## src/rtl/uart_tx_mux_2_a_1.sv

```systemverilog
// uart_tx_mux_2_a_1: round-robin merge of two one-byte holding registers onto a single UART transmitter.
module uart_tx_mux_2_a_1 #(
    parameter int DATA_W       = 8,
    parameter int BUSY_TIMEOUT = 16
) (
    input  logic              clk_i,
    input  logic              rst_n_i,
    input  logic              wr1_i,
    input  logic [DATA_W-1:0] data1_i,
    output logic              full1_o,
    output logic              ovf1_o,
    input  logic              wr2_i,
    input  logic [DATA_W-1:0] data2_i,
    output logic              full2_o,
    output logic              ovf2_o,
    input  logic              ovf_clr_i,
    output logic              tx_start_o,
    output logic [DATA_W-1:0] tx_data_o,
    input  logic              tx_busy_i,
    output logic              sel_o,
    output logic              err_o
);
    localparam int CW = $clog2(BUSY_TIMEOUT);

    typedef enum logic [1:0] {IDLE, START, WAIT_BUSY, WAIT_DONE} state_t;

    state_t            state, state_n;
    logic [DATA_W-1:0] hold1, hold2;
    logic [CW-1:0]     cnt;
    logic              last_grant;
    logic              g1, g2, timeout;

    // On a tie the channel not served last wins
    assign g1      = (state == IDLE) && full1_o && (!full2_o || last_grant);
    assign g2      = (state == IDLE) && full2_o && (!full1_o || !last_grant);
    assign timeout = (state == WAIT_BUSY) && !tx_busy_i && (cnt == CW'(BUSY_TIMEOUT - 1));
    assign tx_start_o = (state == START);

    always_comb begin
        state_n = state;
        case (state)
            IDLE:      state_n = (g1 || g2) ? START : IDLE;
            START:     state_n = WAIT_BUSY;
            WAIT_BUSY: state_n = tx_busy_i ? WAIT_DONE : (timeout ? IDLE : WAIT_BUSY);
            WAIT_DONE: state_n = tx_busy_i ? WAIT_DONE : IDLE;
            default:   state_n = IDLE;
        endcase
    end

    always_ff @(posedge clk_i or negedge rst_n_i) begin
        if (!rst_n_i) begin
            state      <= IDLE;
            hold1      <= '0;
            hold2      <= '0;
            full1_o    <= 1'b0;
            full2_o    <= 1'b0;
            ovf1_o     <= 1'b0;
            ovf2_o     <= 1'b0;
            tx_data_o  <= '0;
            sel_o      <= 1'b0;
            last_grant <= 1'b1;
            cnt        <= '0;
            err_o      <= 1'b0;
        end else begin
            state   <= state_n;
            err_o   <= timeout;
            // A write into an occupied register is dropped even if that register is granted this edge
            full1_o <= (full1_o && !g1) || (wr1_i && !full1_o);
            full2_o <= (full2_o && !g2) || (wr2_i && !full2_o);
            ovf1_o  <= (wr1_i && full1_o) || (ovf1_o && !ovf_clr_i);
            ovf2_o  <= (wr2_i && full2_o) || (ovf2_o && !ovf_clr_i);
            if (wr1_i && !full1_o)
                hold1 <= data1_i;
            if (wr2_i && !full2_o)
                hold2 <= data2_i;
            if (g1 || g2) begin
                tx_data_o  <= g1 ? hold1 : hold2;
                sel_o      <= g2;
                last_grant <= g2;
            end
            if (state == START)
                cnt <= '0;
            else if (state == WAIT_BUSY && !tx_busy_i)
                cnt <= cnt + 1'b1;
        end
    end
endmodule

```

## config.mk

```make
export PLATFORM = sky130hd
export DESIGN_NAME = uart_tx_mux_2_a_1
export DESIGN_NICKNAME = d
export VERILOG_FILES = /design/src/rtl/uart_tx_mux_2_a_1.sv
export SDC_FILE = /design/constraint.sdc
export NUM_CORES = 1
export LEC_CHECK = 0
export ABC_AREA = 1
export BUFFER_PORTS_ARGS = -buffer_cell sky130_fd_sc_hd__buf_2
export CAP_MARGIN = 30
export CORE_UTILIZATION = 57
export CTS_CLUSTER_DIAMETER = 100
export DETAILED_ROUTE_END_ITERATION = 6
export GPL_TIMING_DRIVEN = 0
export PLACE_DENSITY = 0.83
export SLEW_MARGIN = 10
export SYNTH_ARGS = -nofsm -noshare
export SYNTH_HDL_FRONTEND = slang
export SYNTH_SLANG_ARGS = --single-unit
```

## constraint.sdc

```tcl
create_clock -name clk_i -period 2.1 [get_ports clk_i]
set_input_delay 0 -clock clk_i [delete_from_list [all_inputs] [get_ports clk_i]]
set_output_delay 0 -clock clk_i [all_outputs]
set_load 0.005 [all_outputs]
```

==> flow_summary.json <==
{
  "status": "complete, no violations",
  "firstDrtPassIters": 4,
  "vias_per_cell": 5.18,
  "avgSynthCellArea_um2": 8.89,
  "p_switching_w": 0.00108,
  "antenna_found_initial": 0,
  "synth-seq-area-share": 0.564,
  "nets": 272,
  "final_cell_area_um2": 2130,
  "clk_latency_ns": 0.33,
  "crit_fanout": 6,
  "whs_ns": 0.0612,
  "cts_setup_buffers": 0,
  "grt_pass1_wl_um": 6160,
  "cts_tree": "yes",
  "path_clk_slew_ns": 0.10,
  "mostFrequentLayoutCells": "buf_2, dfrtp_1, nand2_1",
  "setup_viol": 0,
  "num_io_pins": 37,
  "power_frac_clock": 0.136,
  "period_share": 0.670,
  "yosysTopAreaCell": "dfrtp_1",
  "antennaDiodeCount": 0,
  "critical_path.startpoint": "full2_o$_DFF_PN0_",
  "power.density_nw_per_um2": 1290,
  "dpl-instance-area_um2": 1860,
  "synth.distinct_cells": 23,
  "worstSetupStartpointType": "flop",
  "drc": 0,
  "grt-ovfl-total": 0,
  "reg2reg_setup_slack_ns": 0.69,
  "die_h_um": 55.7,
  "leakage_nw": 1.14,
  "ant_nets": 0,
  "finClkSkew_ns": 0.00806,
  "max_slew_margin": 0.477,
  "dieArea_um2": 3100,
  "yosys-top-cells-area": "dfrtp_1, nand2_1, inv_1",
  "maxCapViolCount": 0,
  "synth_largest_type_area_fraction": 0.548,
  "fin_crit_ns": 1.41,
  "worstSetupPathType": "reg2reg",
  "p_sw_frac": 0.394,
  "cts.sinks": 37,
  "cts-root-buf": "clkbuf_4",
  "io_buffers": 36,
  "place_ws_ns": 0.768,
  "syn_inst": 185,
  "dr_total_vias": 1450,
  "ys_seq_elements": 37,
  "hp-class": "in2reg",
  "first_global_vias": 1431,
  "rsz0062_at_grt": "no",
  "p_seq_frac": 0.446,
  "peakVddDrop_v": 0.00112,
  "critPathArrivalTime_ns": 1.63,
  "finalHoldViolCount": 0,
  "dr.first_iter.drc_count": 75,
  "h-tree-depth": 2,
  "place_congestion": 0.822,
  "layout_commonest_cell": "buf_2",
  "drt-wirelength-per-cell_um": 12.9,
  "drive_gt1_frac": 0.225,
  "grt_max_degree": 38,
  "crit_path_end_kind": "flop",
  "drt-total-wl_um": 3610,
  "worstSetupEndpoint": "ovf2_o$_DFF_PN0_",
  "worst_pin_slew_ns": 0.784,
  "initial_core_util": 0.601,
  "hpwl_um": 2320,
  "drv_slew": 0,
  "rr_endpoint": "ovf2_o$_DFF_PN0_",
  "instances_no_fill": 280,
  "core_um2": 2730,
  "r2r-start": "full2_o$_DFF_PN0_",
  "cp.required_ns": 2.33,
  "yosysWarningCount": 0,
  "dp_cells": 252,
  "tns_ns": 0,
  "syn_area_um2": 1640,
  "grt.total_usage": 0.260,
  "r2r_cells": 3,
  "clockBufferDepth": 2,
  "syn2layout_area_growth_pct": 29.5,
  "die_x_um": 55.7,
  "setup_ws_ns": 0.694,
  "cts_buffers": 5,
  "p_int_w": 0.00167,
  "rows": 19,
  "fmax_mhz": 711,
  "p_comb_frac": 0.419,
  "synth_nets": 208
}
per-layer routing:
metal / track usage / vias to the layer above / part of all wire
met5: 0 / - / 0
met2: 0.435 / 52 / 0.52
li1: - / 721 / -
met4: 0.107 / 0 / 0.018
met1: 0.334 / 670 / 0.42
met3: 0.0488 / 7 / 0.043
Yosys cell counts, drive strengths merged:
cell / number
nand3: 23
nor2: 18
clkbuf: 1
a21oi: 16
nand2: 37
dfrtp: 36
buf: 6
a31oi: 1
dfstp: 1
inv: 28
o22ai: 1
ha: 1
nand4: 9
xnor2: 1
o21ai: 6
power groups by stage:
stage | Combinational [W] | Clock (W) | Sequential, W
after detailed placement | 0.00111 | 0 | 0.00124
after floorplan | 0.000763 | 0 | 0.00121
after CTS | 0.00115 | 0.000377 | 0.00122
after global routing | 0.00130 | 0.000417 | 0.00126
after global placement | 0.00107 | 0 | 0.00122
final | 0.00115 | 0.000373 | 0.00123
worst max-delay path, stage by stage (launching register included):
cell	delay, ns
dfrtp_1	0.50
nand2_1	0.14
o21ai_0	0.09
dlygate4sd3_1	0.56
worst min path at each step:
stage	startpoint	to	slack (ns)	depth (start not counted)
5_1_grt	wr2_i	hold2[2]$_DFFE_PN0P_	0.09	4
3_5_place_dp	rst_n_i	cnt[2]$_DFFE_PN0P_	0.12	1
6_report	wr2_i	hold2[0]$_DFFE_PN0P_	0.06	4
3_3_place_gp	rst_n_i	cnt[3]$_DFFE_PN0P_	0.12	1
4_1_cts	wr2_i	hold2[2]$_DFFE_PN0P_	0.05	4
2_1_floorplan	rst_n_i	cnt[0]$_DFFE_PN0P_	-0.30	0
cell families (layout without fill, tap and decap cells):
kind of cell | after synthesis | count (layout) | synth area share
simple gates | 87 | 87 | 0.250
compound gates | 24 | 24 | 0.0769
xor+xnor | 1 | 1 | 0.00533
buf+inv | 35 | 99 | 0.0966
flops | 37 | 37 | 0.564
fa+ha+maj | 1 | 1 | 0.00761
per-stage QoR:
step	power, W	utilization
3_3_place_gp	0.00228	0.681
6_report	0.00275	0.778
2_1_floorplan	0.00197	-
5_1_grt	0.00298	0.778
3_5_place_dp	0.00234	0.681
4_1_cts	0.00274	0.778
repair_timing:
item,4_1_cts,5_1_grt
resized for setup,0,0
endpoints found under the hold margin,57,0
hold buffers,21,0
setup endpoints to repair,0,0
registers in the layout (all words and copies together) (netlist names):
signal and flops:
err_o 1, last_grant 1, ovf1_o 1, hold2 8, full1_o 1, cnt 4
state 2, ovf2_o 1, hold1 8, full2_o 1, sel_o 1, tx_data_o 8
layout make-up:
class / instances / area (um^2)
Buffer: 7 / 53.8
Clock buffer: 7 / 55.1
Timing Repair Buffer: 57 / 390
Inverter: 28 / 105
Tap cell: 31 / 38.8
Fill cell: 185 / 606
Sequential cell: 37 / 927
Multi-Input combinational cell: 113 / 558
Power figures use the tool's default switching activity.
